`config.mk`:
```
export PLATFORM = sky130hd
export DESIGN_NAME = hazard_stall_controller
export DESIGN_NICKNAME = d
export VERILOG_FILES = /design/src/rtl/mips_pkg.sv /design/src/rtl/md_busy_tracker.sv /design/src/rtl/hazard_stall_controller.sv
export SDC_FILE = /design/constraint.sdc
export NUM_CORES = 1
export LEC_CHECK = 0
export ABC_AREA = 1
export BUFFER_PORTS_ARGS = -buffer_cell sky130_fd_sc_hd__clkbuf_2
export CORE_MARGIN = 10
export CORE_UTILIZATION = 45
export DETAILED_ROUTE_END_ITERATION = 8
export MAX_ROUTING_LAYER = met4
export PLACE_DENSITY = 0.74
export SYNTH_ARGS = -nofsm -noshare
export SYNTH_HDL_FRONTEND = slang
export SYNTH_HIERARCHICAL = 1
export SYNTH_SLANG_ARGS = --single-unit
```
`constraint.sdc`:
```
create_clock -name clk -period 2.3 [get_ports clk]
set_input_delay 0.575 -clock clk [delete_from_list [all_inputs] [get_ports clk]]
set_output_delay 0.575 -clock clk [all_outputs]
set_load 0.01 [all_outputs]
```
`src/rtl/mips_pkg.sv`:
```
// Shared MIPS32 decode constants and the hazard controller's sequencing modes.
package mips_pkg;

  localparam logic [5:0] OPC_SPECIAL = 6'h00;

  localparam logic [5:0] FUNCT_MFHI  = 6'h10;
  localparam logic [5:0] FUNCT_MFLO  = 6'h12;
  localparam logic [5:0] FUNCT_MULT  = 6'h18;
  localparam logic [5:0] FUNCT_MULTU = 6'h19;
  localparam logic [5:0] FUNCT_DIV   = 6'h1A;
  localparam logic [5:0] FUNCT_DIVU  = 6'h1B;

  // One sequencing mode is selected per cycle, highest priority first:
  // branch flush, stall, jump flush, normal run.
  typedef enum logic [1:0] {
    MODE_RUN      = 2'd0,
    MODE_STALL    = 2'd1,
    MODE_FLUSH_J  = 2'd2,
    MODE_FLUSH_BR = 2'd3
  } mode_t;

endpackage

```
`src/rtl/md_busy_tracker.sv`:
```
// Tracks how many cycles the multi-cycle MULT/DIV unit still owns HI/LO.
module md_busy_tracker #(
  parameter int MULT_CYCLES = 4,
  parameter int DIV_CYCLES  = 32
) (
  input  logic clk,
  input  logic rst,
  input  logic issue,
  input  logic is_div,
  output logic md_active
);

  localparam logic [5:0] MULT_LD = 6'(MULT_CYCLES);
  localparam logic [5:0] DIV_LD  = 6'(DIV_CYCLES);

  logic [5:0] md_cnt;

  // Load the occupancy on issue, otherwise count down and hold at zero.
  always_ff @(posedge clk) begin
    if (rst) begin
      md_cnt <= 6'd0;
    end else if (issue) begin
      md_cnt <= is_div ? DIV_LD : MULT_LD;
    end else if (md_cnt != 6'd0) begin
      md_cnt <= md_cnt - 6'd1;
    end
  end

  assign md_active = (md_cnt != 6'd0);

endmodule

```
`src/rtl/hazard_stall_controller.sv`:
```
// ID-stage sequencing controller: load-use, HI/LO and branch/jump hazard
// resolution with stall/flush performance counters.
module hazard_stall_controller
  import mips_pkg::*;
#(
  parameter int MULT_CYCLES = 4,
  parameter int DIV_CYCLES  = 32,
  parameter int PERF_WIDTH  = 32
) (
  input  logic                  clk,
  input  logic                  rst,
  input  logic                  id_valid,
  input  logic [5:0]            id_opcode,
  input  logic [5:0]            id_funct,
  input  logic [4:0]            id_rs,
  input  logic [4:0]            id_rt,
  input  logic                  id_uses_rs,
  input  logic                  id_uses_rt,
  input  logic                  id_jump,
  input  logic                  ex_mem_read,
  input  logic [4:0]            ex_dest,
  input  logic                  ex_br_taken,
  output logic                  pc_en,
  output logic                  if_id_en,
  output logic                  if_id_flush,
  output logic                  id_ex_bubble,
  output logic                  md_busy,
  output logic [PERF_WIDTH-1:0] stall_cycles,
  output logic [PERF_WIDTH-1:0] flush_count
);

  function automatic logic [PERF_WIDTH-1:0] sat_inc(input logic [PERF_WIDTH-1:0] v);
    return (&v) ? v : v + 1'b1;
  endfunction

  logic  load_use, is_md, is_div, is_hilo, md_haz, md_active, md_issue;
  mode_t mode;

  // Decode the ID instruction and compare its sources against the EX load.
  always_comb begin
    load_use = id_valid && ex_mem_read && (ex_dest != 5'd0) &&
               ((id_uses_rs && (id_rs == ex_dest)) || (id_uses_rt && (id_rt == ex_dest)));
    is_md    = id_valid && (id_opcode == OPC_SPECIAL) &&
               ((id_funct == FUNCT_MULT) || (id_funct == FUNCT_MULTU) ||
                (id_funct == FUNCT_DIV)  || (id_funct == FUNCT_DIVU));
    is_div   = (id_funct == FUNCT_DIV) || (id_funct == FUNCT_DIVU);
    is_hilo  = id_valid && (id_opcode == OPC_SPECIAL) &&
               ((id_funct == FUNCT_MFHI) || (id_funct == FUNCT_MFLO));
    md_haz   = (is_md || is_hilo) && md_active;
  end

  // Priority select of the cycle's mode and its pipeline control pattern;
  // reset forces everything to the safe squash-and-hold pattern.
  always_comb begin
    mode         = MODE_RUN;
    pc_en        = 1'b1;
    if_id_en     = 1'b1;
    if_id_flush  = 1'b0;
    id_ex_bubble = 1'b0;
    if (ex_br_taken) begin
      mode = MODE_FLUSH_BR;
    end else if (load_use || md_haz) begin
      mode = MODE_STALL;
    end else if (id_valid && id_jump) begin
      mode = MODE_FLUSH_J;
    end
    case (mode)
      MODE_FLUSH_BR: begin
        if_id_flush  = 1'b1;
        id_ex_bubble = 1'b1;
      end
      MODE_STALL: begin
        pc_en        = 1'b0;
        if_id_en     = 1'b0;
        id_ex_bubble = 1'b1;
      end
      MODE_FLUSH_J: if_id_flush = 1'b1;
      default: ;
    endcase
    if (rst) begin
      pc_en        = 1'b0;
      if_id_en     = 1'b0;
      if_id_flush  = 1'b1;
      id_ex_bubble = 1'b1;
    end
  end

  // Only an instruction that actually leaves ID starts the MULT/DIV unit.
  assign md_issue = is_md && !rst && ((mode == MODE_RUN) || (mode == MODE_FLUSH_J));
  assign md_busy  = md_active && !rst;

  md_busy_tracker #(
    .MULT_CYCLES(MULT_CYCLES),
    .DIV_CYCLES (DIV_CYCLES)
  ) u_md (
    .clk      (clk),
    .rst      (rst),
    .issue    (md_issue),
    .is_div   (is_div),
    .md_active(md_active)
  );

  // Saturating stall/flush performance counters, frozen by reset.
  always_ff @(posedge clk) begin
    if (rst) begin
      stall_cycles <= '0;
      flush_count  <= '0;
    end else begin
      if (!pc_en)      stall_cycles <= sat_inc(stall_cycles);
      if (if_id_flush) flush_count  <= sat_inc(flush_count);
    end
  end

endmodule
```
# ---- Yosys cells after proc, flatten, opt, wreduce, memory -nomap -nowiden
# Index checks and enable logic that the tools add are counted.
dict set report word_totals {
  in_bits 35
  output_inout_bits 69
  ff_bits 70
}
dict set report op_classes {
  n_addsub 3
  muxes 12
  n_eq_ne 11
  bitwise 3
  reduce_logical 34
}
# cell n
set ops {}
lappend ops {{$add 32x1->32 const B} 2}
lappend ops {{$reduce_and 32->1} 2}
lappend ops {{$eq 6x5->1 const B} 6}
lappend ops {{$mux 6} 3}
lappend ops {{$logic_and 1x1->1} 13}
lappend ops {{$eq 5x5->1} 2}
lappend ops {{$logic_or 1x1->1} 9}
lappend ops {{$logic_not 6->1} 1}
lappend ops {{$mux 1} 6}
lappend ops {{$mux 2} 3}
lappend ops {{$reduce_bool 6->1} 1}
lappend ops {{$sub 6x1->6 const B} 1}
lappend ops {{$reduce_bool 5->1} 1}
lappend ops {{$eq 2x2->1 const B} 2}
lappend ops {{$reduce_and 2->1} 2}
lappend ops {{$reduce_or 2->1} 2}
lappend ops {{$not 1->1} 3}
lappend ops {{$eq 2x1->1 const B} 1}
lappend ops {{$logic_not 2->1} 1}
lappend ops {{$reduce_bool 2->1} 1}
lappend ops {{$logic_not 1->1} 1}

# ---- Depth between registers and ports, before layout
dict set report depth {
  word_depth 15
  depth_mapped 14
  depth_no_buf 13
}

# ---- Hierarchy
# The synthesis kept the hierarchy.
# module n_inst area_each_um2 cells_each
set modules_own_cells {}
lappend modules_own_cells {hazard_stall_controller 1 4398.0 694}
lappend modules_own_cells {md_busy_tracker 1 340.3 43}

# ---- Least setup slack after synthesis
# Ideal clock, no wire load.
dict set report synth_timing {
  path_kind {input to output}
  startpoint {input port ex_dest[3]}
  endpoint {output port pc_en}
  arrival_time_ps 1645
  required_time_ps 1725
  stages 13
  setup_slack_ps 80
  path_cell_list {inv_1 -> nand2_1 -> nand2_1 -> nor2_1 -> nand3_1 -> nand2_1 -> nand2_1 -> nand2_1 -> nand2_1 -> nand2_2 -> buf_2 -> inv_1 -> buf_4}
}
dict set report synth_between {
  elab_chain_cells 10
  word_cells_on_any_way 14
}
# element line_no
set synth_rtl {}
lappend synth_rtl {{from (decl)} hazard_stall_controller.sv:21} ;# input logic [4:0] ex_dest,
lappend synth_rtl {{$eq 5x5->1} hazard_stall_controller.sv:42} ;# ((id_uses_rs && (id_rs == ex_dest)) || (id_uses_rt && (id_rt == ex_dest)));
lappend synth_rtl {{$logic_and 1x1->1} hazard_stall_controller.sv:42}
lappend synth_rtl {{$logic_or 1x1->1} hazard_stall_controller.sv:42}
lappend synth_rtl {{$logic_and 1x1->1 (*)} hazard_stall_controller.sv:41} ;# load_use = id_valid && ex_mem_read && (ex_dest != 5'd0) &&
lappend synth_rtl {{$logic_or 1x1->1 (*)} hazard_stall_controller.sv:62} ;# end else if (load_use || md_haz) begin
lappend synth_rtl {{$mux 2 (*)} hazard_stall_controller.sv:62}
lappend synth_rtl {{$mux 2 (*)} hazard_stall_controller.sv:60} ;# if (ex_br_taken) begin
lappend synth_rtl {{$eq 2x1->1 (*)} -}
lappend synth_rtl {{$mux 1 (*) (2 in series)} -}
lappend synth_rtl {{to (decl)} hazard_stall_controller.sv:23} ;# output logic pc_en,
# Mark *: on every way between the ends. The rest lies on a longest branch, timed or not.

# ---- Final worst setup path
dict set report layout_timing {
  startpoint {input port ex_dest[4]}
  endpoint {output port pc_en}
}
dict set report layout_between {
  elab_chain_cells 10
  word_cells_on_any_way 14
}
# element line_no
set layout_rtl {}
lappend layout_rtl {{$eq 5x5->1} hazard_stall_controller.sv:42}
lappend layout_rtl {{$logic_and 1x1->1} hazard_stall_controller.sv:42}
lappend layout_rtl {{$logic_or 1x1->1} hazard_stall_controller.sv:42}
lappend layout_rtl {{$logic_and 1x1->1 (*)} hazard_stall_controller.sv:41}
lappend layout_rtl {{$logic_or 1x1->1 (*)} hazard_stall_controller.sv:62}
lappend layout_rtl {{$mux 2 (*)} hazard_stall_controller.sv:62}
lappend layout_rtl {{$mux 2 (*)} hazard_stall_controller.sv:60}
lappend layout_rtl {{$eq 2x1->1 (*)} hazard_stall_controller.sv:67} ;# case (mode)
lappend layout_rtl {{$mux 1 (*)} hazard_stall_controller.sv:67}
lappend layout_rtl {{$mux 1 (*)} hazard_stall_controller.sv:80} ;# if (rst) begin
# Marks and branches as above.

==> results.yml <==
setup_path:
  worstPathArrival_ns: 1.59
  worst-path-buf-inv: 4
  endpoint: "pc_en"
  crit_type: "in2out"
  cp_slowest_cell: "clkbuf_2"
  critPathMaxFanout: 3
  worstSetupStartpoint: "ex_dest[4]"
  startpoint_type: "primary input"
  reg2reg_depth: 10
  timing.rr.end: "flush_count[17]"
  critical_path_depth: 13
  ff2ff_setup_slack_ns: 0.23
  cp_data_required_time_ns: 1.73
  slowest_delay_ns: 0.13
  crit_family: "simple AND/OR/NAND/NOR gates"
  worst_setup_path_end_kind: "output pin"
  critPathMostFrequentCell: "nand2_1"
  cp_cell_sequence: "clkbuf_2, inv_1, nand2_1, nand2_1, nor2_2, nand3_1, nand2_1, nand2_1, nand2_1, nand2_1, nand2_2, inv_1, clkbuf_2"
  timing.rr.start: "flush_count[1]"
timing:
  fin_worst_skew_ns: 0.0101
  tns_ns: 0
  layout_min_cycle_time_ns: 2.17
  setup_violations: 0
  post-route-period-util_pct: 94.3
  hold_viol_final: 0
  timing.slew.headroom_pct: 66.0
  final_max_slew_viol_count: 0
  worst_slew_pin_slew_ns: 0.510
  clock.fmax_mhz: 461
synthesis:
  synth_nets: 776
  synth_area_sq_mm: 0.00474
  yosys.cell_types.count: 34
  ys_seq_area_share_pct: 29.6
  avgSynthCellArea_sq_um: 6.43
  synth_warnings: 6
  netlist_instances: 737
  ys_ff_latch: 70
global_route:
  grt_pass1_wl_um: 23000
  grt_usage_pct: 19.2
  antenna_found_initial: 0
  first_global_vias: 4739
  grt_overflow: 0
  grt_max_degree: 47
floorplan:
  die_w_um: 123
  fp-row-count: 37
  core-area_sq_mm: 0.0103
  io_pins: 104
  dieArea_sq_mm: 0.0150
  initial_utilization_pct: 46.1
  die_h_um: 123
final_layout:
  antenna_cells: 0
  drive_gt1_share_pct: 20.4
  fin_cells: 988
  regArea_sq_mm: 0.00140
  multiInputGateArea_sq_mm: 0.00295
  nets: 886
  n_fill_cell: 1066
  syn2layout_area_growth_pct: 19.8
routing:
  num_vias: 5080
  routed_via_density: 5.14
  routed_wl_um: 14300
  wl_per_cell_um: 14.5
  drt_iter0_markers: 396
  top_layer: "met4"
  final_antenna_net_count: 0
  wl_met2_um: 7080
  wl_met1_um: 6170
  drt-pass1-iter-count: 5
  dr_wl_met3_um: 767
  drc_errors: 0
clocking:
  cts_max_path_buffers: 2
  clock_latency_ns: 0.35
  h-tree-depth: 3
  clkTransAtPathRegs_ns: 0.07
  cts_root_buf: "clkbuf_8"
  cts_tree: "done"
  cts_sinks: 70
  cts_made_buffers: 9
  holdBufCountCts: 0
placement:
  hpwlAfterDp_um: 10900
  gp_congestion: 0.968
  dpl.cell_count: 965
  port_buffers: 103
run_status:
  outcome: "finished clean"
power_and_ir_drop:
  power_density_mw_per_mm2: 529
  vdd_drop_max_v: 0.000304
  leakage_nw: 2.50
run:
  drv_cap: 0
min_path:
  hold_path_class: "reg2reg"
==> cell usage after synthesis (all sizes together) <==
master	instances	area share, %
o21bai	1	0.24
inv	67	5.3
xnor2	18	3.3
o21ai	3	0.32
a21oi	65	6.9
nand3	87	9.5
nand2	214	18
and2	1	0.13
dfxtp	70	30
nor4	2	0.40
nand4	12	1.9
ha	4	1.1
xor2	39	7.2
a211oi	2	0.42
and3	2	0.26
buf	15	2.7
nand3b	4	0.90
clkbuf	11	0.87
nor2	88	7.8
nor3	32	3.7
==> per-layer routing <==
layer / vias to the layer above / global-route usage [%]
li1: 2600 / -
met1: 2296 / 22.7
met2: 157 / 32.4
met3: 27 / 3.44
met4: 0 / 5.89
met5: - / -
==> per-stage QoR <==
step / setup slack (ns) / area, sq um / total power [W] / util (%) / hold WS, ns
2_1_floorplan: 0.0802 / 4740 / 0.00169 / - / 0.428
3_3_place_gp: 0.0991 / 5370 / 0.00180 / 52.2 / 0.446
3_5_place_dp: 0.0679 / 5370 / 0.00181 / 52.2 / 0.455
4_1_cts: 0.0306 / 5610 / 0.00298 / 54.6 / 0.486
5_1_grt: -0.0180 / 5680 / 0.00315 / 55.2 / 0.477
6_report: 0.132 / 5680 / 0.00300 / 55.2 / 0.444
==> cell usage in the layout (no fill, tap or decap), types with 3 or more instances in the layout <==
cell | Yosys | final
clkbuf_8 | 0 | 11
nand2_1 | 206 | 206
nand3_1 | 86 | 85
nor2_1 | 81 | 80
nor3_1 | 30 | 30
xor2_1 | 39 | 39
xnor2_1 | 18 | 18
dfxtp_1 | 70 | 69
o21ai_1 | 3 | 3
nand2_2 | 6 | 6
inv_2 | 4 | 6
nor2_2 | 3 | 4
nand4_1 | 11 | 11
buf_4 | 1 | 21
clkbuf_2 | 0 | 103
a21oi_1 | 65 | 65
nand3b_1 | 3 | 3
inv_1 | 63 | 61
ha_1 | 4 | 3
nor2_4 | 4 | 4
==> how the worst min path moves through the flow <==
stage,cells past startpoint,start,endpoint,slack [ns]
after global routing,1,u_md/md_cnt[0],u_md/md_cnt[0],0.48
after detailed placement,1,u_md/md_cnt[0],u_md/md_cnt[0],0.45
final,1,u_md/md_cnt[0],u_md/md_cnt[0],0.44
after floorplan,1,u_md/md_cnt[0],u_md/md_cnt[0],0.43
after CTS,1,u_md/md_cnt[0],u_md/md_cnt[0],0.49
after global placement,1,u_md/md_cnt[0],u_md/md_cnt[0],0.45
==> final cells by class <==
type,count,share of cell area [%]
multi-input combinational,575,51.9
sequential,70,24.7
timing repair buffer,124,11.9
inverter,67,4.43
tap,136,3.00
clock buffer,11,2.67
clock inverter,5,1.43
==> sequential cells by signal, summed over array words and instances (netlist names) <==
name and count:
u_md/md_cnt 6, flush_count 32, stall_cycles 32
==> where the power goes <==
group | total (W) | switching [W] | internal (W) | leakage (nW)
sequential | 0.00131 | 0.0000489 | 0.00126 | 0.566
clock | 0.00118 | 0.000506 | 0.000670 | 0.116
combinational | 0.000517 | 0.000302 | 0.000215 | 1.82
==> worst reg2reg max path: cells and delay by family, from the launching register on <==
kind,cells,cell delay [ns]
simple gates,7,0.93
flops,1,0.41
buf+inv,1,0.30
fa+ha+maj,1,0.25
compound gates,1,0.06
==> kinds of logic (layout without fill, tap and decap cells) <==
| logic type | after synthesis | after routing | share of synthesized area, % |
|---|---|---|---|
| xor+xnor | 57 | 57 | 10.5 |
| flops | 70 | 70 | 29.6 |
| compound gates | 71 | 71 | 7.84 |
| fa+ha+maj | 4 | 4 | 1.06 |
| simple gates | 442 | 443 | 42.1 |
| buf+inv | 93 | 207 | 8.87 |
==> repair_timing <==
action                                  in CTS  in global routing
gates resized for setup                      3                  4
gates cloned                                 0                  1
buffers inserted                             0                  6
pin swaps                                    1                  1
endpoints found under the setup margin       3                 33
Power figures use the tool's default switching activity.
